===== src/rtl/xoodoo_rdi_gen_if.sv =====
// Randomness-delivery bus between the seed/consumer side and the xorshift128 RDI generator.
interface xoodoo_rdi_gen_if;
  logic [31:0]  seed;
  logic         seed_valid;
  logic         enable;
  logic [383:0] rdi;
  logic         rdi_valid;
  logic         rdi_ready;
  logic         seeded;
  logic [15:0]  blk_cnt;

  modport slave (
    input  seed, seed_valid, enable, rdi_ready,
    output rdi, rdi_valid, seeded, blk_cnt
  );

  modport master (
    output seed, seed_valid, enable, rdi_ready,
    input  rdi, rdi_valid, seeded, blk_cnt
  );
endinterface


===== src/rtl/xoodoo_rdi_gen.sv =====
// Xorshift128 generator filling 384-bit randomness blocks for a masked Xoodoo core.
// Twelve 32-bit words are gathered per block, then moved to a valid/ready output register.
module xoodoo_rdi_gen (
  input  logic              clk_i,
  input  logic              rst_i,
  xoodoo_rdi_gen_if.slave   bus
);

  typedef enum logic [1:0] {StUnseeded, StSeeding, StRun} state_e;

  localparam logic [31:0] Golden   = 32'h9E3779B9;
  localparam logic [3:0]  FillFull = 4'd12;

  state_e       state_q, state_d;
  logic [31:0]  x_q, x_d, y_q, y_d, z_q, z_d, w_q, w_d;
  logic [1:0]   seed_cnt_q, seed_cnt_d;
  logic [3:0]   fill_cnt_q, fill_cnt_d;
  logic [383:0] fill_q, fill_d;
  logic [383:0] rdi_q, rdi_d;
  logic         rdi_valid_q, rdi_valid_d;
  logic [15:0]  blk_cnt_q, blk_cnt_d;

  logic [1:0]   seed_idx;
  logic         hs, xfer, gen;
  logic [31:0]  t, w_new;

  always_comb begin
    t     = x_q ^ (x_q << 11);
    w_new = w_q ^ (w_q >> 19) ^ t ^ (t >> 8);

    // A seed word arriving outside SEEDING always starts a fresh seed at word 0.
    seed_idx = (state_q == StSeeding) ? seed_cnt_q : 2'd0;
    hs       = rdi_valid_q & bus.rdi_ready;
    xfer     = (state_q == StRun) && (fill_cnt_q == FillFull) &&
               (!rdi_valid_q || bus.rdi_ready);
    gen      = (state_q == StRun) && bus.enable && (fill_cnt_q < FillFull);

    state_d     = state_q;
    x_d         = x_q;
    y_d         = y_q;
    z_d         = z_q;
    w_d         = w_q;
    seed_cnt_d  = seed_cnt_q;
    fill_cnt_d  = fill_cnt_q;
    fill_d      = fill_q;
    rdi_d       = rdi_q;
    rdi_valid_d = rdi_valid_q;
    blk_cnt_d   = blk_cnt_q;

    if (bus.seed_valid) begin
      fill_cnt_d  = '0;
      fill_d      = '0;
      rdi_d       = '0;
      rdi_valid_d = 1'b0;
      unique case (seed_idx)
        2'd0: x_d = bus.seed;
        2'd1: y_d = bus.seed;
        2'd2: z_d = bus.seed;
        2'd3: w_d = ((x_q | y_q | z_q | bus.seed) == '0) ? Golden : bus.seed;
        default: ;
      endcase
      if (seed_idx == 2'd3) begin
        state_d    = StRun;
        seed_cnt_d = '0;
        blk_cnt_d  = '0;
      end else begin
        state_d    = StSeeding;
        seed_cnt_d = seed_idx + 2'd1;
      end
    end else if (state_q == StRun) begin
      if (xfer) begin
        rdi_d       = fill_q;
        rdi_valid_d = 1'b1;
        fill_cnt_d  = '0;
      end else if (hs) begin
        rdi_valid_d = 1'b0;
      end
      if (gen) begin
        x_d = y_q;
        y_d = z_q;
        z_d = w_q;
        w_d = w_new;
        for (int i = 0; i < 12; i++) begin
          if (fill_cnt_q == 4'(i)) fill_d[32*i +: 32] = w_new;
        end
        fill_cnt_d = fill_cnt_q + 4'd1;
      end
      if (hs && (blk_cnt_q != 16'hFFFF)) blk_cnt_d = blk_cnt_q + 16'd1;
    end
  end

  always_ff @(posedge clk_i) begin
    if (rst_i) begin
      state_q     <= StUnseeded;
      x_q         <= '0;
      y_q         <= '0;
      z_q         <= '0;
      w_q         <= '0;
      seed_cnt_q  <= '0;
      fill_cnt_q  <= '0;
      fill_q      <= '0;
      rdi_q       <= '0;
      rdi_valid_q <= 1'b0;
      blk_cnt_q   <= '0;
    end else begin
      state_q     <= state_d;
      x_q         <= x_d;
      y_q         <= y_d;
      z_q         <= z_d;
      w_q         <= w_d;
      seed_cnt_q  <= seed_cnt_d;
      fill_cnt_q  <= fill_cnt_d;
      fill_q      <= fill_d;
      rdi_q       <= rdi_d;
      rdi_valid_q <= rdi_valid_d;
      blk_cnt_q   <= blk_cnt_d;
    end
  end

  assign bus.rdi       = rdi_q;
  assign bus.rdi_valid = rdi_valid_q;
  assign bus.seeded    = (state_q == StRun);
  assign bus.blk_cnt   = blk_cnt_q;

endmodule


===== src/flat_wrapper.sv =====
// flat-port wrapper written by rule: the top's interface ports become plain ports
module xoodoo_rdi_gen_flat 
  (clk_i, rst_i, bus_seed, bus_seed_valid, bus_enable, bus_rdi_ready, bus_rdi, bus_rdi_valid, bus_seeded, bus_blk_cnt);
  xoodoo_rdi_gen_if bus_i ();
  input  logic clk_i;
  input  logic rst_i;
  input wire logic [$bits(bus_i.seed)-1:0] bus_seed;
  input wire logic [$bits(bus_i.seed_valid)-1:0] bus_seed_valid;
  input wire logic [$bits(bus_i.enable)-1:0] bus_enable;
  input wire logic [$bits(bus_i.rdi_ready)-1:0] bus_rdi_ready;
  output wire logic [$bits(bus_i.rdi)-1:0] bus_rdi;
  output wire logic [$bits(bus_i.rdi_valid)-1:0] bus_rdi_valid;
  output wire logic [$bits(bus_i.seeded)-1:0] bus_seeded;
  output wire logic [$bits(bus_i.blk_cnt)-1:0] bus_blk_cnt;
  assign bus_i.seed = bus_seed;
  assign bus_i.seed_valid = bus_seed_valid;
  assign bus_i.enable = bus_enable;
  assign bus_i.rdi_ready = bus_rdi_ready;
  assign bus_rdi = bus_i.rdi;
  assign bus_rdi_valid = bus_i.rdi_valid;
  assign bus_seeded = bus_i.seeded;
  assign bus_blk_cnt = bus_i.blk_cnt;
  xoodoo_rdi_gen u_core (.clk_i(clk_i), .rst_i(rst_i), .bus(bus_i));
endmodule

===== config.mk =====
export PLATFORM = sky130hd
export DESIGN_NAME = xoodoo_rdi_gen_flat
export DESIGN_NICKNAME = d
export VERILOG_FILES = /design/src/rtl/xoodoo_rdi_gen_if.sv /design/src/rtl/xoodoo_rdi_gen.sv /design/src/flat_wrapper.sv
export SDC_FILE = /design/constraint.sdc
export NUM_CORES = 2
export LEC_CHECK = 0
export CORE_MARGIN = 2
export CORE_UTILIZATION = 40
export DETAILED_ROUTE_END_ITERATION = 7
export HOLD_SLACK_MARGIN = 0.1
export PLACE_DENSITY = 0.59
export SLEW_MARGIN = 20
export SYNTH_ARGS = -nofsm -noshare
export SYNTH_HDL_FRONTEND = slang
export SYNTH_SLANG_ARGS = --single-unit

===== constraint.sdc =====
create_clock -name clk_i -period 4.59 [get_ports clk_i]
set_clock_uncertainty 0.1 [all_clocks]
set_input_delay 1.1475 -clock clk_i [delete_from_list [all_inputs] [get_ports clk_i]]
set_output_delay 1.1475 -clock clk_i [all_outputs]
set_load 0.02 [all_outputs]

# Word level (Yosys, flattened, before mapping)
# Cells that the tools add are included.
# W data, S select, Z words.
[op_classes]
add_sub_neg = 3
n_lt_le_gt_ge = 1
n_eq_ne = 22
mux = 28
bitwise = 8
reduce_logical = 36
[op_table]
columns = ["cell", "n"]
rows = [
  ["$mux W32", 17],
  ["$or A32 B32 Y32", 3],
  ["$mux W16", 4],
  ["$xor A32 B32 Y32", 2],
  ["$reduce_and A3 Y1", 17],
  ["$logic_not A32 Y1", 1],
  ["$xor A32 B13 Y32", 1],
  ["$xor A32 B24 Y32", 1],
  ["$eq A4 B4 Y1 const B", 5],
  ["$add A16 B1 Y16 const B", 1],
  ["$eq A4 B3 Y1 const B", 4],
  ["$ne A16 B16 Y1 const B", 1],
  ["$reduce_bool A2 Y1", 5],
  ["$eq A4 B2 Y1 const B", 2],
  ["$mux W4", 2],
  ["$ne A2 B1 Y1 const B", 4],
  ["$eq A2 B2 Y1 const B", 3],
  ["$mux W2", 3],
  ["$reduce_and A2 Y1", 3],
  ["$logic_and A1 B1 Y1", 5],
  ["$add A4 B1 Y4 const B", 1],
  ["$eq A2 B1 Y1 const B", 2],
  ["$eq A4 B1 Y1 const B", 1],
  ["$logic_not A4 Y1", 1],
  ["other kinds (8)", 9],
]
[totals]
reg_bits = 921
input_bits = 37
output_inout_bits = 402
wordCells = 120

# Depth between registers and ports, before layout
[depth]
word_depth = 7
mapped_depth = 11
depth_no_buf = 8

# Least setup slack after synthesis
# Ideal clock, no wire load.
[synth_timing]
path_kind = "input to register"
startpoint = "input bus_enable"
endpoint = "register u_core.x_q[26]"
setup_ns = 0.086
arrival_time_ns = 2.517
required_ns = 4.404
slack_ns = 1.887
stages = 8
n_path_buf = 3
cell_sequence = "buf_2 > a21bo_2 > nor3_1 > a21o_1 > buf_2 > buf_2 > nor2_1 > a211oi_1"
[synth_via]
elab_chain_cells = 4
[synth_lines]
columns = ["item", "line", "text"]
rows = [
  ["start: declaration", "flat_wrapper.sv:9", "input wire logic [$bits(bus_i.enable)-1:0] bus_enable;"],
  ["$logic_and A1 B1 Y1 (2 in a row)", "xoodoo_rdi_gen.sv:36", "gen = (state_q == StRun) && bus.enable && (fill_cnt_q < FillFull);"],
  ["$reduce_bool A2 Y1 (no source line)", "--", ""],
  ["$reduce_and A3 Y1 (no source line)", "--", ""],
  ["end signal: assignment", "xoodoo_rdi_gen.sv:95", "x_q <= '0;"],
  ["end signal: assignment", "xoodoo_rdi_gen.sv:107", "x_q <= x_d;"],
  ["end: declaration", "xoodoo_rdi_gen.sv:15", "logic [31:0] x_q, x_d, y_q, y_d, z_q, z_d, w_q, w_d;"],
]
# Every way passes these cells.
# A chain may end at the register's enable or synchronous reset.

# Worst setup path in the final report
[layout_timing]
startpoint = "register u_core.state_q[0]"
endpoint = "output bus_seeded"
[layout_via]
elab_chain_cells = 1
[layout_lines]
columns = ["item", "line", "text"]
rows = [
  ["start: declaration", "xoodoo_rdi_gen.sv:14", "state_e state_q, state_d;"],
  ["start signal: assignment", "xoodoo_rdi_gen.sv:94", "state_q <= StUnseeded;"],
  ["start signal: assignment", "xoodoo_rdi_gen.sv:106", "state_q <= state_d;"],
  ["$eq A2 B2 Y1", "xoodoo_rdi_gen.sv:122", "assign bus.seeded = (state_q == StRun);"],
  ["end: declaration", "flat_wrapper.sv:13", "output wire logic [$bits(bus_i.seeded)-1:0] bus_seeded;"],
]
# Every way passes these cells.

==> results_dict.tcl <==
set metrics [dict create \
    status "finished clean" \
    fmaxAchievable_mhz 292 \
    cp-start-kind "flip-flop" \
    dieArea_um2 88400 \
    layout-drive-gt1-share_pct 6.57 \
    netlist_top_cells_count "nand2_1, dfxtp_1, a21oi_1" \
    yosysSeqAreaShare_pct 53.6 \
    crit_required_ns 3.34 \
    relSlewSlack_pct 22.3 \
    rows 107 \
    yosys_warnings 0 \
    cts_max_level 3 \
    fin_util_pct 51.1 \
    power_density_nw_per_um2 407 \
    dpl.hpwl_um 77500 \
    worst_pin_slew_ns 1.17 \
    slew_viol_final 0 \
    coreArea_um2 85300 \
    finalHoldViolations 0 \
    holdBufCountCts 0 \
    tns_ns 0 \
    setup_viol 0 \
    antennaDiodeCount 0 \
    overflow 0 \
    synth.most_common_cell "nand2_1" \
    ios 439 \
    clock_path_buffers 3 \
    syn_area_um2 34400 \
    vias_per_cell 5.21 \
    rsz0062_at_grt "no" \
    grt_usage_pct 26.0 \
    syn_inst 4206 \
    hold_class "reg2reg" \
    synth-seq-cells 921 \
    cts_tree "yes" \
    ys_top_cells_by_area "dfxtp_1, nand2_1, a21oi_1, nor2_1, a211oi_1" \
    synthArstFlopShare_pct 0 \
    clock-sinks 921 \
    ant_nets 0 \
    critPathKind "reg2out" \
    timing.max_cap.violations 0 \
    antenna_found_initial 3 \
    avgSynthCellArea_um2 8.18 \
    start_util_pct 40.4 \
    place.gp.congestion 0.823 \
    firstDrtPassIters 5 \
    nets 4539 \
    yosysTopAreaCell "dfxtp_1" \
    grt_first_pass_wirelength_um 175000 \
    ir_drop_uv 339 \
    synth_top_area_share_pct 53.6 \
    wire_per_inst_um 20.9 \
    synth_nets 4252 \
    clk_pin_slew_ns 0.06 \
    die_w_um 297 \
    cp_slowest_stage_delay_ns 0.58 \
    finalCritPeriodShare_pct 74.6 \
    wl_um 119000 \
    setup.worst_path.end_class "primary output" \
    ys_types 53 \
    cts_setup_buffers 0 \
    cts_resized 0 \
    synth_edf_count 0 \
    crit_arrival_ns 2.18 \
    p_leak_nw 14.5 \
    vias 29800 \
    clkLatencyLatePin_ns 0.66 \
    syn2layout_area_growth_pct 26.5 \
    min_period_ns 3.42 \
    cp_cell_sequence "nand2b_4 > clkinv_2 > clkdlybuf4s50_1" \
    grt_max_degree 140 \
    crit_fanout 8 \
    root_buffer "clkbuf_16" \
    worst_path_max_delay_cell "clkdlybuf4s50_1" \
    first_global_vias 27100 \
    fin_area_um2 43600 \
    chipHeight_um 297 \
    port_buffers 438 \
    synth_top_flop_cell "dfxtp_1" \
    cts_buffers 98 \
    first_iter_violations 2542 \
    placed_cell_area_um2 40300 \
    drc 0 \
]
==> worst max-delay path, delay by kind of cell, from the launching register on <==
| kind | cells | cell delay [ns] |
|---|---|---|
| buffers and inverters | 2 | 0.76 |
| and+or+nand+nor | 1 | 0.26 |
| DFF | 1 | 0.51 |
==> metal layers <==
layer / track usage (%) / vias up / routed length, um
met3: 4.32 / 189 / 7810
met2: 41.8 / 921 / 55400
met4: 10.1 / 4 / 4290
met5: 0 / - / 22
met1: 34.9 / 14100 / 51800
li1: - / 14500 / -
==> per-stage QoR <==
stage	std cells	worst slack, ns	hold slack, ns	power, mW
detailed placement	5537	0.734	0.343	9.88
global placement	5536	0.811	0.337	9.86
CTS	5711	1.13	0.336	17.9
floorplan	4206	1.89	0.332	8.85
global route	5711	1.10	0.356	18.2
finish	5711	1.17	0.343	17.7
==> kinds of logic after synthesis <==
| family | synth area share, % |
|---|---|
| buffers and inverters | 4.17 |
| muxes | 3.02 |
| AOI/OAI and AO/OA | 15.7 |
| DFF | 53.6 |
| adders and majority gates | 0.327 |
| xor gates and xnor gates | 2.82 |
| and+or+nand+nor | 20.4 |
==> placed cells by master, fill, tap and decap left out, drive strengths merged, types with 19 or more instances in the layout <==
| cell type | count |
|---|---|
| nand2 | 990 |
| dfxtp | 921 |
| a21oi | 724 |
| nor2 | 677 |
| clkdlybuf4s50 | 436 |
| a211oi | 181 |
| clkbuf | 145 |
| mux2i | 104 |
| buf | 92 |
| xor2 | 36 |
| nor4 | 31 |
| xnor3 | 21 |
| clkinv | 21 |
| xnor2 | 21 |
| nand3 | 19 |
==> state kept, by name, summed over array words and instances, names as in the netlist, 2 cells and up <==
signal              flops
u_core.bus.blk_cnt     16
u_core.bus.rdi        384
u_core.fill_cnt_q       4
u_core.fill_q         384
u_core.seed_cnt_q       2
u_core.state_q          2
u_core.w_q             32
u_core.x_q             32
u_core.y_q             32
u_core.z_q             32
==> area by class of cell <==
cell class	instances	area, um2
clock buffer	145	2880
clock inverter	29	399
fill	8182	41700
inverter	12	46.3
multi-input combinational	2932	15100
sequential	921	18400
tap	1144	1430
timing repair buffer	528	5300
==> power breakdown <==
part           internal (mW)  switching (mW)  leakage, nW
Clock                   4.69            3.33         1.61
Sequential              8.03          0.0633         7.42
Combinational          0.370            1.24         5.45
==> worst paths after layout <==
kind | from | endpoint | slack [ns] | cells after the start
min | u_core.fill_q[341] | u_core.bus.rdi[341] | 0.34 | 2
min reg2reg | u_core.fill_q[341] | u_core.bus.rdi[341] | 0.34 | 2
max reg2reg | u_core.state_q[1] | u_core.fill_q[347] | 1.46 | 5
max | u_core.state_q[0] | bus_seeded | 1.17 | 3
(Power assumes the default switching activity.)
